[config.mk]
export PLATFORM = sky130hd
export DESIGN_NAME = mem_byte_arbiter
export DESIGN_NICKNAME = d
export VERILOG_FILES = /design/src/rtl/mem_byte_arbiter.sv
export SDC_FILE = /design/constraint.sdc
export NUM_CORES = 1
export LEC_CHECK = 0
export BUFFER_PORTS_ARGS = -buffer_cell sky130_fd_sc_hd__buf_4
export CAP_MARGIN = 15
export CORE_MARGIN = 2
export CORE_UTILIZATION = 48
export CTS_CLUSTER_SIZE = 16
export DETAILED_ROUTE_END_ITERATION = 10
export PLACE_DENSITY = 0.84
export SETUP_SLACK_MARGIN = 0.2
export SLEW_MARGIN = 40
export SYNTH_ARGS = -nofsm -noshare
export SYNTH_HDL_FRONTEND = slang
export SYNTH_SLANG_ARGS = --single-unit
[constraint.sdc]
create_clock -name clk_in -period 6.3 [get_ports clk_in]
set_input_delay 1.26 -clock clk_in [delete_from_list [all_inputs] [get_ports clk_in]]
set_output_delay 1.26 -clock clk_in [all_outputs]
set_load 0.1 [all_outputs]
[src/rtl/mem_byte_arbiter.sv]
// Byte-serial memory controller: arbitrates NPORTS clients onto a byte-wide RAM/IO bus,
// sequencing 1/2/4-byte little-endian accesses and returning (sign-)extended read data.
module mem_byte_arbiter #(
    parameter int NPORTS = 2,
    parameter int ARB_RR = 0,
    parameter int ADDR_W = 32
) (
    input  logic                     clk_in,
    input  logic                     rst_in,
    input  logic                     rdy_in,
    input  logic [NPORTS-1:0]        req_i,
    input  logic [NPORTS-1:0]        wr_i,
    input  logic [NPORTS*ADDR_W-1:0] addr_i,
    input  logic [NPORTS*2-1:0]      size_i,
    input  logic [NPORTS-1:0]        sext_i,
    input  logic [NPORTS*32-1:0]     wdata_i,
    output logic [31:0]              rdata_o,
    output logic [NPORTS-1:0]        done_o,
    output logic [NPORTS-1:0]        grant_o,
    output logic                     busy_o,
    input  logic [7:0]               mem_din,
    output logic [7:0]               mem_dout,
    output logic [ADDR_W-1:0]        mem_a,
    output logic                     mem_wr
);

    localparam int IDX_W = (NPORTS > 1) ? $clog2(NPORTS) : 1;

    typedef enum logic [0:0] {
        ST_IDLE = 1'b0,
        ST_XFER = 1'b1
    } state_t;

    state_t              state_r, state_nx_s;
    logic [2:0]          cnt_r, cnt_nx_s;
    logic [2:0]          len_r, len_nx_s;
    logic                wr_r, wr_nx_s;
    logic                sext_r, sext_nx_s;
    logic [ADDR_W-1:0]   base_r, base_nx_s;
    logic [31:0]         wdata_r, wdata_nx_s;
    logic [31:0]         buf_r, buf_nx_s;
    logic [IDX_W-1:0]    last_r, last_nx_s;
    logic [NPORTS-1:0]   grant_r, grant_nx_s;
    logic [NPORTS-1:0]   done_r, done_nx_s;
    logic                busy_r, busy_nx_s;
    logic [ADDR_W-1:0]   mem_a_r, mem_a_nx_s;
    logic [7:0]          mem_dout_r, mem_dout_nx_s;
    logic [31:0]         rdata_r, rdata_nx_s;

    logic                sel_hit_s;
    logic [IDX_W-1:0]    sel_idx_s;
    logic [NPORTS-1:0]   sel_oh_s;
    logic [ADDR_W-1:0]   sel_addr_s;
    logic [1:0]          sel_size_s;
    logic                sel_wr_s;
    logic                sel_sext_s;
    logic [31:0]         sel_wdata_s;
    logic [31:0]         buf_cap_s;
    logic [7:0]          wbyte_s;

    function automatic logic [2:0] size_to_len(input logic [1:0] sz);
        logic [2:0] len;
        case (sz)
            2'b00:   len = 3'd1;
            2'b01:   len = 3'd2;
            default: len = 3'd4;
        endcase
        return len;
    endfunction

    function automatic logic [31:0] extend_rdata(input logic [31:0] raw, input logic [2:0] len,
                                                 input logic sx);
        logic [31:0] res;
        case (len)
            3'd1:    res = {{24{sx & raw[7]}}, raw[7:0]};
            3'd2:    res = {{16{sx & raw[15]}}, raw[15:0]};
            default: res = raw;
        endcase
        return res;
    endfunction

    // Port selection: fixed priority from index 0, or round-robin from the port after last grant
    always_comb begin : arb_comb
        int raw_v;
        int cand_v;
        raw_v      = 0;
        cand_v     = 0;
        sel_hit_s  = 1'b0;
        sel_idx_s  = {IDX_W{1'b0}};
        for (int i = 0; i < NPORTS; i++) begin
            raw_v  = (ARB_RR != 0) ? (int'(last_r) + 1 + i) : i;
            cand_v = (raw_v >= NPORTS) ? (raw_v - NPORTS) : raw_v;
            if (!sel_hit_s && req_i[cand_v[IDX_W-1:0]]) begin
                sel_hit_s = 1'b1;
                sel_idx_s = cand_v[IDX_W-1:0];
            end else begin
                sel_hit_s = sel_hit_s;
            end
        end
    end

    // AND-OR mux of the selected port's request fields
    always_comb begin
        sel_oh_s    = {NPORTS{1'b0}};
        sel_addr_s  = {ADDR_W{1'b0}};
        sel_size_s  = 2'b00;
        sel_wr_s    = 1'b0;
        sel_sext_s  = 1'b0;
        sel_wdata_s = 32'h0000_0000;
        for (int p = 0; p < NPORTS; p++) begin
            sel_oh_s[p] = (sel_idx_s == IDX_W'(p));
            sel_addr_s  = sel_addr_s  | (addr_i[p*ADDR_W +: ADDR_W] & {ADDR_W{sel_oh_s[p]}});
            sel_size_s  = sel_size_s  | (size_i[p*2 +: 2] & {2{sel_oh_s[p]}});
            sel_wr_s    = sel_wr_s    | (wr_i[p] & sel_oh_s[p]);
            sel_sext_s  = sel_sext_s  | (sext_i[p] & sel_oh_s[p]);
            sel_wdata_s = sel_wdata_s | (wdata_i[p*32 +: 32] & {32{sel_oh_s[p]}});
        end
    end

    // Byte lanes: read capture slot for the current count and next write byte to present
    always_comb begin
        buf_cap_s = buf_r;
        wbyte_s   = 8'h00;
        case (cnt_r)
            3'd1:    begin buf_cap_s[7:0]   = mem_din; wbyte_s = wdata_r[15:8];  end
            3'd2:    begin buf_cap_s[15:8]  = mem_din; wbyte_s = wdata_r[23:16]; end
            3'd3:    begin buf_cap_s[23:16] = mem_din; wbyte_s = wdata_r[31:24]; end
            3'd4:    begin buf_cap_s[31:24] = mem_din; wbyte_s = 8'h00;          end
            default: begin buf_cap_s = buf_r;          wbyte_s = 8'h00;          end
        endcase
    end

    // Next-state and datapath update; everything holds while rdy_in is low
    always_comb begin
        state_nx_s    = state_r;
        cnt_nx_s      = cnt_r;
        len_nx_s      = len_r;
        wr_nx_s       = wr_r;
        sext_nx_s     = sext_r;
        base_nx_s     = base_r;
        wdata_nx_s    = wdata_r;
        buf_nx_s      = buf_r;
        last_nx_s     = last_r;
        grant_nx_s    = grant_r;
        done_nx_s     = done_r;
        busy_nx_s     = busy_r;
        mem_a_nx_s    = mem_a_r;
        mem_dout_nx_s = mem_dout_r;
        rdata_nx_s    = rdata_r;
        if (rdy_in) begin
            done_nx_s = {NPORTS{1'b0}};
            case (state_r)
                ST_IDLE: begin
                    if (sel_hit_s) begin
                        state_nx_s    = ST_XFER;
                        cnt_nx_s      = 3'd1;
                        len_nx_s      = size_to_len(sel_size_s);
                        wr_nx_s       = sel_wr_s;
                        sext_nx_s     = sel_sext_s;
                        base_nx_s     = sel_addr_s;
                        wdata_nx_s    = sel_wdata_s;
                        buf_nx_s      = 32'h0000_0000;
                        last_nx_s     = sel_idx_s;
                        grant_nx_s    = sel_oh_s;
                        busy_nx_s     = 1'b1;
                        mem_a_nx_s    = sel_addr_s;
                        mem_dout_nx_s = sel_wdata_s[7:0];
                    end else begin
                        state_nx_s = ST_IDLE;
                    end
                end
                ST_XFER: begin
                    if (!wr_r) begin
                        buf_nx_s = buf_cap_s;
                    end else begin
                        buf_nx_s = buf_r;
                    end
                    if (cnt_r < len_r) begin
                        mem_a_nx_s    = base_r + ADDR_W'(cnt_r);
                        mem_dout_nx_s = wbyte_s;
                        cnt_nx_s      = cnt_r + 3'd1;
                    end else begin
                        // Final byte: release the bus without ever presenting addr+N
                        state_nx_s    = ST_IDLE;
                        cnt_nx_s      = 3'd0;
                        done_nx_s     = grant_r;
                        grant_nx_s    = {NPORTS{1'b0}};
                        busy_nx_s     = 1'b0;
                        wr_nx_s       = 1'b0;
                        mem_a_nx_s    = {ADDR_W{1'b0}};
                        mem_dout_nx_s = 8'h00;
                        if (!wr_r) begin
                            rdata_nx_s = extend_rdata(buf_cap_s, len_r, sext_r);
                        end else begin
                            rdata_nx_s = rdata_r;
                        end
                    end
                end
                default: begin
                    state_nx_s = ST_IDLE;
                end
            endcase
        end else begin
            done_nx_s = done_r;
        end
    end

    // State and datapath registers with asynchronous reset
    always_ff @(posedge clk_in or posedge rst_in) begin
        if (rst_in) begin
            state_r    <= ST_IDLE;
            cnt_r      <= 3'd0;
            len_r      <= 3'd0;
            wr_r       <= 1'b0;
            sext_r     <= 1'b0;
            base_r     <= {ADDR_W{1'b0}};
            wdata_r    <= 32'h0000_0000;
            buf_r      <= 32'h0000_0000;
            last_r     <= IDX_W'(NPORTS - 1);
            grant_r    <= {NPORTS{1'b0}};
            done_r     <= {NPORTS{1'b0}};
            busy_r     <= 1'b0;
            mem_a_r    <= {ADDR_W{1'b0}};
            mem_dout_r <= 8'h00;
            rdata_r    <= 32'h0000_0000;
        end else begin
            state_r    <= state_nx_s;
            cnt_r      <= cnt_nx_s;
            len_r      <= len_nx_s;
            wr_r       <= wr_nx_s;
            sext_r     <= sext_nx_s;
            base_r     <= base_nx_s;
            wdata_r    <= wdata_nx_s;
            buf_r      <= buf_nx_s;
            last_r     <= last_nx_s;
            grant_r    <= grant_nx_s;
            done_r     <= done_nx_s;
            busy_r     <= busy_nx_s;
            mem_a_r    <= mem_a_nx_s;
            mem_dout_r <= mem_dout_nx_s;
            rdata_r    <= rdata_nx_s;
        end
    end

    assign rdata_o  = rdata_r;
    assign done_o   = done_r;
    assign grant_o  = grant_r;
    assign busy_o   = busy_r;
    assign mem_a    = mem_a_r;
    assign mem_dout = mem_dout_r;
    assign mem_wr   = wr_r & rdy_in;

endmodule

After elaboration in Yosys (flattened, before gate mapping). Index checks and enable logic that the tools add are counted.

Register bits after elaboration: 182. Bits of input ports: 149. Output and inout port bits: 78. Word-level logic and storage cells: 92.

Add/sub/neg operators: 2. Order comparisons: 1. Equal/unequal tests: 10. Mux-type cells: 35. Bitwise operators: 22. Reduce and logical (&&, ||, !) cells: 8.

Operator list (number): $pmux 32 s2 (3); $and 32x32->32 (4); $mux 32 (4); $or 32x32->32 (2); $mux 8 (6); $add 32x3->32 (1); $pmux 8 s3 (1); $pmux 8 s2 (1); $pmux 3 s2 (2); $eq 3x2->1 const B (3); $reduce_and 3->1 (3); $mux 1 (8); $mux 2 (4); $and 1x1->1 (7); $eq 3x1->1 const B (2); $mux 3 (2); $ne 2x2->1 const B (3); $pmux 1 s2 (3); $and 2x2->2 (2); $not 1->1 (4); $pmux 2 s2 (1); $reduce_and 4->1 (1); $add 3x1->3 const B (1); $eq 3x3->1 const B (1); other kinds (8) (9).

Depth between registers and ports, before layout. Gate-level depths: netlist of run 1.

Depth in word-level cells: 9. Depth in mapped cells: 9. Gate-level depth less buffers: 8.

Worst setup path before layout of run 1. No wires, ideal clock.

Path type: input port to output port. Start: input rdy_in. End: output mem_wr. Data arrival time: 2227 ps. Data required time: 5040 ps. Setup slack: 2813 ps. Cell stages on the path: 3. Path buffers: 2. Cells stage by stage: buf_6 > buf_6 > and2_1.

Cells in the longest elaborated chain, start to end: 1.

Ends and longest elaborated chain: start: declaration (RTL line 10) `input logic rdy_in,`; $and 1x1->1 (RTL line 251) `assign mem_wr = wr_r & rdy_in;`; end: declaration (RTL line 24) `output logic mem_wr`.

No other way between the ends.

Worst setup path after layout of run 1. Ends and elaborated chain as after synthesis.

==> metrics.csv, run 1 <==
stage,metric,value,unit
floorplanning,dieHeight,140,um
grt,grt_max_degree,66,
timing,hold_viol_final,0,
route,initialDrtViolationCount,894,
route,wl,26500,um
logic_synthesis,synth_top_area_cell,dfrtp_1,
route,met1_length,10800,um
route,wl_met3,2220,um
timing,tns,0,ns
clocking,cts.sinks,174,
critical_path,crit_top_cell,buf_4,
cells_and_area,drive_gt1_share,26.5,%
logic_synthesis,synth_top_area_share,49.2,%
clocking,cts_tree,built,
critical_path,endpoint_kind,output pin,
timing,slew_viol_final,0,
critical_path,worst-path-buf-inv,2,
grt,grt_overflow_total,0,
logic_synthesis,avgSynthCellArea,9.49,um^2
logic_synthesis,synthTopCellsByArea,"dfrtp_1 (49%), nand2_1 (5.2%), mux2i_1 (4.7%)",
timing,worst_slew_pin_slew,0.808,ns
clocking,cts_max_level,4,
clocking,post_cts_resized,0,
logic_synthesis,synth_fp_nets,1093,
route,wl_met2,12700,um
critical_path,worstPathArrival,1.94,ns
timing,setup_viol,0,
logic_synthesis,ys.flop_type,dfrtp_1,
logic_synthesis,synthArstFlopShare,100,%
critical_path,setup.worst_path.start_class,input pin,
floorplanning,fp.coreArea,18000,um^2
flow_run,cap_violations,0,
clocking,root_buffer,clkbuf_16,
timing,max_freq,312,MHz
placed_design,dpl.hpwl,18600,um
logic_synthesis,synth-seq-cells,174,
clocking,path_clk_slew,0.06,ns
timing,skew,0.00820,ns
worst_hold_path,min_path_type,reg2reg,
pwr,p_leak,5.18,nW
route,dr.pass1.iters,6,
placed_design,io_buffer_count,226,
pwr,power.total,0.00735,W
critical_path,cp_slowest_stage_delay,0.29,ns
logic_synthesis,synth_edf_count,0,
clocking,clock_path_buffers,2,
logic_synthesis,ys_seq_area_share,49.2,%
clocking,cts_setup_buffers,0,
logic_synthesis,netlist_instances,933,
placed_design,routabilityCongestion,0.886,
route,num_vias,8371,
logic_synthesis,yosysUniqueCellTypes,60,
floorplanning,chipWidth,140,um
timing,finalCritPeriodShare,50.9,%
critical_path,crit_family,buffers and inverters,
route,top_layer_used,met4,
route,via_per_inst,6.11,
grt,grt_pass1_wl,41500,um
floorplanning,floorplan.initialDensity,49.1,%
grt,track_usage,26.7,%
floorplanning,rows,49,
outcome,outcome,completed,
grt,grt_pass1_vias,7830,
critical_path,cp.required,5.04,ns
timing,min_period,3.20,ns
pwr,ir_drop,0.606,mV
route,ant_nets,0,
floorplanning,io-pin-count,227,
timing,maxSlewHeadroom,46.1,%
clocking,clkLatencyLatePin,0.43,ns
logic_synthesis,synthTopCellsByCount,"dfrtp_1 (174), nand2_1 (122), nor2_1 (80)",
critical_path,critPathKind,in2out,
grt,antenna_found_initial,0,
clocking,ctsHoldBuffers,0,
logic_synthesis,yosys_warnings,0,
logic_synthesis,synth.cell_area,8860,um^2
timing,rsz0062_at_grt,no,
pwr,pwr_density_cell,646,nW/um^2
critical_path,cpMaxStageDelayCell,buf_4,
cells_and_area,final_nets,1287,
floorplanning,dieArea,19600,um^2
logic_synthesis,synth.most_common_cell,dfrtp_1,
critical_path,crit_chain,buf_4 > and2_1 > buf_4,
clocking,cts_inserted_buffers,17,
route,wl_per_cell,19.3,um
cells_and_area,area_growth,28.5,%
critical_path,crit_path_max_fanout,21,
route,route.detailed.drc,0,
worst reg2reg max path, delay by kind of cell (launching register included):
family | cells | cell delay [ns]
compound gates | 3 | 0.77
fa+ha+maj | 2 | 0.65
buf+inv | 1 | 0.07
flops | 1 | 0.46
simple gates | 2 | 0.96
path summary, 6_finish.rpt:
| kind | startpoint | endpoint | slack (ns) | depth (start not counted) |
|---|---|---|---|---|
| setup reg to reg | cnt_r[0] | mem_a[22] | 3.34 | 8 |
| hold reg to reg | buf_r[29] | buf_r[29] | 0.49 | 2 |
| max in group asynchronous | rst_in | mem_a[10] | 4.31 | 3 |
| hold / removal | buf_r[29] | buf_r[29] | 0.49 | 2 |
| min in group asynchronous | rst_in | rdata_o[4] | 0.85 | 2 |
| setup / recovery | rdy_in | mem_wr | 3.10 | 3 |
cell families (layout without fill, tap and decap cells):
group | after synthesis | count (layout) | synth area share [%]
adders and majority gates | 11 | 11 | 1.64
DFF | 174 | 174 | 49.2
other | 0 | 2 | 0
buffers and inverters | 85 | 292 | 4.18
muxes | 52 | 52 | 6.02
and+or+nand+nor | 308 | 308 | 15.7
AOI/OAI and AO/OA | 289 | 289 | 21.9
xor gates and xnor gates | 14 | 14 | 1.38
cells in the final DEF (no fill, tap or decap), types with 17 or more instances in the layout:
cell type / instances
buf_4: 236
dfrtp_1: 174
nand2_1: 122
nor2_1: 78
o21ai_0: 53
a21oi_1: 47
mux2i_1: 42
a31oi_1: 41
o22ai_1: 28
nand3_1: 25
nor3_1: 23
inv_1: 18
o21a_1: 18
clkbuf_16: 17
per-stage QoR:
stage	instances	utilization [%]	setup WS [ns]	hold WS, ns	cell area (um^2)
detailed placement	1336	59.6	2.83	0.470	10700
global route	1369	63.1	3.05	0.507	11400
floorplan	933	-	0.323	0.449	8860
global placement	1334	59.2	2.85	0.461	10700
CTS	1368	63.0	3.10	0.484	11400
finish	1371	63.1	3.10	0.486	11400
metal layers:
layer  track usage, %  vias up
met2             42.6      417
li1                 -     3822
met1             35.7     4070
met4             10.2        0
met3             5.95       62
met5                0        -
where the power goes:
group	internal (W)	total [W]	switching, W
Combinational	0.00112	0.00413	0.00301
Sequential	0.00164	0.00209	0.000449
Clock	0.000683	0.00112	0.000440
flip-flops by register name (all words and copies together), names as in the netlist:
register / cells
base_r: 32
buf_r: 32
rdata_o: 32
done_o: 2
wr_r: 1
wdata_r: 24
mem_a: 32
cnt_r: 3
state_r: 1
busy_o: 1
mem_dout: 8
grant_o: 2
sext_r: 1
len_r: 3
layout make-up:
class / count / area (um^2)
fill: 1454 / 6650
tap: 229 / 287
clock inverter: 11 / 164
clock buffer: 21 / 460
antenna: 2 / 5.00
multi-input combinational: 674 / 4200
inverter: 20 / 80.1
sequential: 174 / 4350
timing repair buffer: 240 / 1830
(Power assumes the default switching activity.)
==> run 2, diff against run 1 <==
- CORE_UTILIZATION: 48 -> 49
- PLACE_DENSITY: 0.84 -> 0.83
- clock period: 6.3 -> 3.3 ns (I/O delays scaled with it)
==> run 2 against run 1 <==
  * Combinational power up 92%
  * Global-route usage up 0.81 points
  * Worst setup slack worse by 2.6 ns
  * Clock power up 83%
  * Die area down 2.0%
  * Largest power group unchanged
  * Final area up 0.62%
  * Critical path type is now reg2reg
==> metrics.csv, run 2 (synthesis gave the netlist of run 1 again) <==
stage,metric,value,unit,change
outcome,outcome,completed,,unchanged
critical_path,r2r.worst_path.cells,8,,unchanged
route,num_vias,8395,,was 8371
floorplanning,chipWidth,138,um,was 140 um
cells_and_area,stdcell_area,11400,um^2,about the same
route,via_per_inst,6.06,,was 6.11
floorplanning,dieArea,19200,um^2,was 19600 um^2
timing,hold_viol_final,0,,unchanged
critical_path,r2r_end,mem_a[14],,was mem_a[22]
route,dr.pass1.iters,8,,was 6
critical_path,worstPathArrival,3.17,ns,was 1.94 ns
route,route.detailed.drc,0,,unchanged
route,wl_per_cell,19.2,um,was 19.3 um
critical_path,cp.required,3.67,ns,was 5.04 ns
critical_path,cpMaxStageDelayCell,or4_1,,was buf_4
timing,min_period,2.79,ns,
timing,setup_viol,0,,unchanged
cells_and_area,area_growth,29.3,%,was 28.5%
placed_design,dpl.hpwl,19000,um,was 18600 um
critical_path,setup.worst_path.start_class,flop,,was input pin
grt,grt_overflow_total,0,,unchanged
floorplanning,floorplan.initialDensity,49.6,%,was 49.1%
clocking,clock_path_buffers,2,,unchanged
timing,skew,0.0103,ns,was 0.00820 ns
cells_and_area,n_fill_cell,1433,,was 1454
placed_design,io_buffer_count,226,,unchanged
grt,track_usage,27.5,%,was 26.7%
clocking,ctsHoldBuffers,0,,unchanged
cells_and_area,final_cell_count_no_fill,1385,,was 1371
timing,rsz0062_at_grt,no,,unchanged
critical_path,endpoint_kind,flop,,was output pin
critical_path,worstReg2RegStart,cnt_r[0],,unchanged
floorplanning,fp.coreArea,17800,um^2,was 18000 um^2
timing,maxSlewHeadroom,44.4,%,was 46.1%
grt,grt_pass1_wl,42500,um,was 41500 um
clocking,root_buffer,clkbuf_16,,unchanged
clocking,post_cts_resized,0,,unchanged
placed_design,routabilityCongestion,0.923,,was 0.886
pwr,swShare,53.7,%,was 53.1%
clocking,path_clk_slew,0.07,ns,was 0.06 ns
pwr,cellInternalPower,0.00646,W,was 0.00345 W
clocking,cts_setup_buffers,0,,unchanged
worst_hold_path,min_path_type,in2async,,was reg2reg
clocking,cts_inserted_buffers,17,,unchanged
cells_and_area,register_area,4350,um^2,unchanged
grt,grt_pass1_vias,8128,,was 7830
pwr,power.total,0.0139,W,was 0.00735 W
timing,slew_viol_final,0,,unchanged
pwr,pwr_density_cell,1220,nW/um^2,was 646 nW/um^2
cells_and_area,multi_input_area,4180,um^2,was 4200 um^2
pwr,p_clk_share,14.7,%,was 15.3%
pwr,p_leak,5.22,nW,was 5.18 nW
cells_and_area,antenna_cells,0,,was 2
cells_and_area,final_nets,1303,,was 1287
route,initialDrtViolationCount,903,,was 894
clocking,cts.sinks,174,,unchanged
grt,antenna_found_initial,0,,unchanged
critical_path,crit_path_max_fanout,9,,was 21
pwr,seqPwrFrac,28.4,%,was 28.5%
placed_design,post_dp_cell_area,10900,um^2,was 10700 um^2
clocking,cts_tree,built,,unchanged
timing,worst_slew_pin_slew,0.833,ns,was 0.808 ns
route,wl,26600,um,was 26500 um
timing,max_freq,358,MHz,
floorplanning,rows,49,,unchanged
cells_and_area,final_cell_mix,"buf_4 (251), dfrtp_1 (174), nand2_1 (122)",,"was buf_4 (236), dfrtp_1 (174), nand2_1 (122)"
critical_path,cp_slowest_stage_delay,0.60,ns,was 0.29 ns
pwr,ir_drop,1.18,mV,was 0.606 mV
timing,finalCritPeriodShare,84.6,%,
grt,grt_max_degree,77,,was 66
route,ant_nets,0,,unchanged
floorplanning,dieHeight,138,um,was 140 um
cells_and_area,layout_commonest_cell,buf_4,,unchanged
placed_design,placed_cells,1353,,was 1336
critical_path,r2r_slack,0.51,ns,was 3.34 ns
flow_run,cap_violations,0,,unchanged
pwr,power_frac_comb,56.9,%,was 56.2%
timing,tns,0,ns,unchanged
critical_path,crit_chain,ha_1 > inv_1 > fa_1 > nor2b_1 > o2111ai_1 > or4_1 > a21oi_1 > o22a_1,,was buf_4 > and2_1 > buf_4
cells_and_area,drive_gt1_share,27.6,%,was 26.5%
critical_path,critPathKind,reg2reg,,was in2out
floorplanning,io-pin-count,227,,unchanged
clocking,clkLatencyLatePin,0.43,ns,about the same
pwr,p_switching,0.00748,W,was 0.00390 W
clocking,cts_max_level,4,,unchanged
-- run 2: cell count changes in the layout (fill, tap and decap cells not counted), sizes merged --
cell	previous run	this run
clkinv	6	4
diode	2	0
clkinvlp	2	6
clkbuf	22	18
bufinv	4	2
buf	239	256
inv	19	22
-- run 2: worst max-delay path: cells and delay by family, from the launching register on --
family / cells / cell delay (ns)
AND/OR/NAND/NOR: 2 / 0.91
AO/OA/AOI/OAI: 3 / 0.72
adder cells (fa/ha/maj): 2 / 0.62
flip-flops: 1 / 0.43
buffers and inverters: 1 / 0.06
-- run 2: power by group through the flow --
stage	Clock (W)	Combinational (W)	Sequential, W
2_1_floorplan	0	0.00273	0.00713
3_3_place_gp	0	0.00773	0.00393
3_5_place_dp	0	0.00788	0.00396
4_1_cts	0.00207	0.00793	0.00394
5_1_grt	0.00215	0.00835	0.00408
6_report	0.00205	0.00792	0.00396
-- run 2: final cells by class --
class                      count  area share (%)
timing repair buffer         256            17.1
clock buffer                  18            3.84
multi-input combinational    674            36.5
clock inverter                14            1.38
tap                          229            2.50
sequential                   174            38.0
inverter                      20           0.689
-- run 2: worst max-delay path by stage --
stage / end / from / depth (start not counted)
after CTS: mem_a[22] / cnt_r[0] / 8
final: mem_a[14] / cnt_r[0] / 8
after floorplan: base_r[0] / rst_in / 1
after global routing: mem_a[22] / cnt_r[0] / 8
after detailed placement: mem_a[22] / cnt_r[0] / 8
after global placement: mem_a[22] / cnt_r[0] / 8
-- run 2: stage by stage --
stage,setup slack [ns],util (%),hold WS (ns)
detailed placement,0.549,60.8,0.470
finish,0.508,64.2,0.321
global placement,0.647,60.6,0.462
floorplan,0.415,-,0.449
CTS,0.537,64.2,0.333
global route,0.266,64.2,0.366
-- run 2: routing by layer --
| metal | global-route usage, % | share of wire [%] |
|---|---|---|
| met1 | 37.0 | 41 |
| met2 | 44.9 | 49 |
| met3 | 4.85 | 8.0 |
| met5 | 0 | 0 |
| met4 | 10.3 | 2.7 |
==> run 3, diff against run 2 <==
- clock period: 3.3 -> 2.85 ns (I/O delays scaled with it)
==> run 3 against run 2 <==
  * Global-route usage grew 0.84 points
  * Power grew 16%
  * Maximum frequency grew 14%
  * Cell count grew 0.14%
  * Critical path type unchanged
  * Largest power group unchanged
==> metrics.csv, run 3 (synthesis gave the netlist of run 1 again) <==
stage,metric,value,unit,change
route,via_per_inst,6.08,,was 6.06
timing,skew,0.00962,ns,was 0.0103 ns
clocking,clkLatencyLatePin,0.43,ns,about the same
clocking,cts_setup_buffers,0,,unchanged
route,num_vias,8429,,was 8395
floorplanning,dieHeight,138,um,unchanged
cells_and_area,stdcell_area,11500,um^2,was 11400 um^2
critical_path,worstPathArrival,2.82,ns,was 3.17 ns
critical_path,critPathKind,reg2reg,,unchanged
grt,antenna_found_initial,0,,unchanged
timing,rsz0062_at_grt,no,,unchanged
critical_path,setup.worst_path.start_class,flop,,unchanged
grt,grt_pass1_vias,8374,,was 8128
critical_path,crit_family,simple AND/OR/NAND/NOR gates,,unchanged
timing,min_period,2.45,ns,was 2.79 ns
outcome,outcome,completed,,unchanged
critical_path,crit_start,cnt_r[0],,unchanged
timing,worst_slew_pin_slew,0.811,ns,was 0.833 ns
critical_path,crit_end,mem_a[22],,was mem_a[14]
timing,setup_viol,0,,unchanged
cells_and_area,drive_gt1_share,27.8,%,was 27.6%
critical_path,r2r_end,mem_a[22],,was mem_a[14]
grt,grt_max_degree,65,,was 77
critical_path,worstReg2RegStart,cnt_r[0],,unchanged
floorplanning,chipWidth,138,um,unchanged
clocking,root_buffer,clkbuf_16,,unchanged
timing,slew_viol_final,0,,unchanged
floorplanning,floorplan.initialDensity,49.6,%,unchanged
route,ant_nets,0,,unchanged
timing,finalCritPeriodShare,85.9,%,was 84.6%
placed_design,io_buffer_count,226,,unchanged
clocking,clock_path_buffers,2,,unchanged
clocking,cts_inserted_buffers,17,,unchanged
route,route.detailed.drc,0,,unchanged
cells_and_area,final_nets,1306,,was 1303
cells_and_area,area_growth,29.7,%,was 29.3%
floorplanning,fp.coreArea,17800,um^2,unchanged
timing,tns,0,ns,unchanged
cells_and_area,final_cell_mix,"buf_4 (254), dfrtp_1 (174), nand2_1 (122)",,"was buf_4 (251), dfrtp_1 (174), nand2_1 (122)"
critical_path,cp_slowest_stage_delay,0.55,ns,was 0.60 ns
grt,grt_overflow_total,0,,unchanged
critical_path,cp.required,3.22,ns,was 3.67 ns
timing,hold_viol_final,0,,unchanged
cells_and_area,n_fill_cell,1430,,was 1433
floorplanning,dieArea,19200,um^2,unchanged
cells_and_area,post-route-util,64.4,%,was 64.2%
clocking,ctsHoldBuffers,0,,unchanged
critical_path,cpMaxStageDelayCell,or4_1,,unchanged
grt,grt_pass1_wl,43900,um,was 42500 um
pwr,power.total,0.0162,W,was 0.0139 W
route,wl_per_cell,19.4,um,was 19.2 um
cells_and_area,antenna_cells,0,,unchanged
placed_design,routabilityCongestion,0.892,,was 0.923
placed_design,post_dp_cell_area,10900,um^2,about the same
critical_path,endpoint_kind,flop,,unchanged
placed_design,dpl.hpwl,19800,um,was 19000 um
critical_path,critical_path_depth,8,,unchanged
clocking,cts_tree,built,,unchanged
floorplanning,rows,49,,unchanged
critical_path,r2r.worst_path.cells,8,,unchanged
timing,max_freq,408,MHz,was 358 MHz
clocking,path_clk_slew,0.07,ns,about the same
cells_and_area,final_cell_count_no_fill,1387,,was 1385
pwr,ir_drop,1.03,mV,was 1.18 mV
clocking,cts_max_level,4,,unchanged
worst_hold_path,min_path_type,in2async,,unchanged
critical_path,r2r_slack,0.40,ns,was 0.51 ns
grt,track_usage,28.3,%,was 27.5%
flow_run,cap_violations,0,,unchanged
critical_path,crit_chain,ha_1 > inv_1 > fa_1 > nor2b_2 > o2111ai_4 > or4_1 > a21oi_1 > o22a_1,,was ha_1 > inv_1 > fa_1 > nor2b_1 > o2111ai_1 > or4_1 > a21oi_1 > o22a_1
clocking,cts.sinks,174,,unchanged
floorplanning,io-pin-count,227,,unchanged
placed_design,placed_cells,1354,,was 1353
clocking,post_cts_resized,0,,unchanged
critical_path,crit_path_max_fanout,9,,unchanged
route,wl,26900,um,was 26600 um
route,dr.pass1.iters,6,,was 8
route,initialDrtViolationCount,769,,was 903
cells_and_area,layout_commonest_cell,buf_4,,unchanged
critical_path,worst-path-buf-inv,1,,unchanged
pwr,p_leak,5.23,nW,was 5.22 nW
timing,maxSlewHeadroom,45.9,%,was 44.4%
pwr,pwr_density_cell,1410,nW/um^2,was 1220 nW/um^2
[run 3: how the worst min path moves through the flow]
stage	end	slack, ns	cells after the start
after floorplan	buf_r[10]	0.45	2
after global placement	buf_r[11]	0.46	2
after detailed placement	buf_r[27]	0.47	2
after CTS	mem_dout[1]	0.13	2
after global routing	mem_dout[1]	0.13	2
final	mem_dout[1]	0.12	2
[run 3: final cells by class]
| cell class | count | area [um^2] | area share, % |
|---|---|---|---|
| clock buffers | 19 | 443 | 3.86 |
| inverters | 20 | 78.8 | 0.686 |
| repair buffers | 259 | 1990 | 17.4 |
| well taps | 229 | 287 | 2.49 |
| flip-flops and latches | 174 | 4350 | 37.9 |
| multi-input cells | 674 | 4200 | 36.5 |
| clock inverters | 12 | 135 | 1.18 |
[run 3: power breakdown]
part | switching (W) | internal (W)
Sequential | 0.000975 | 0.00364
Clock | 0.000999 | 0.00132
Combinational | 0.00670 | 0.00257
[run 3: per-layer routing]
layer / wire length, um / vias to the layer above / GRT usage [%]
li1: - / 3854 / -
met1: 11100 / 4063 / 38.0
met4: 913 / 0 / 11.0
met2: 12900 / 435 / 45.3
met3: 2070 / 77 / 6.23
met5: 0 / - / 0
[run 3: per-stage QoR]
stage | hold WS (ns) | setup WS [ns]
after floorplan | 0.449 | 0.0553
after global placement | 0.462 | 0.291
after detailed placement | 0.471 | 0.244
after CTS | 0.132 | 0.238
after global routing | 0.134 | 0.255
final | 0.125 | 0.402
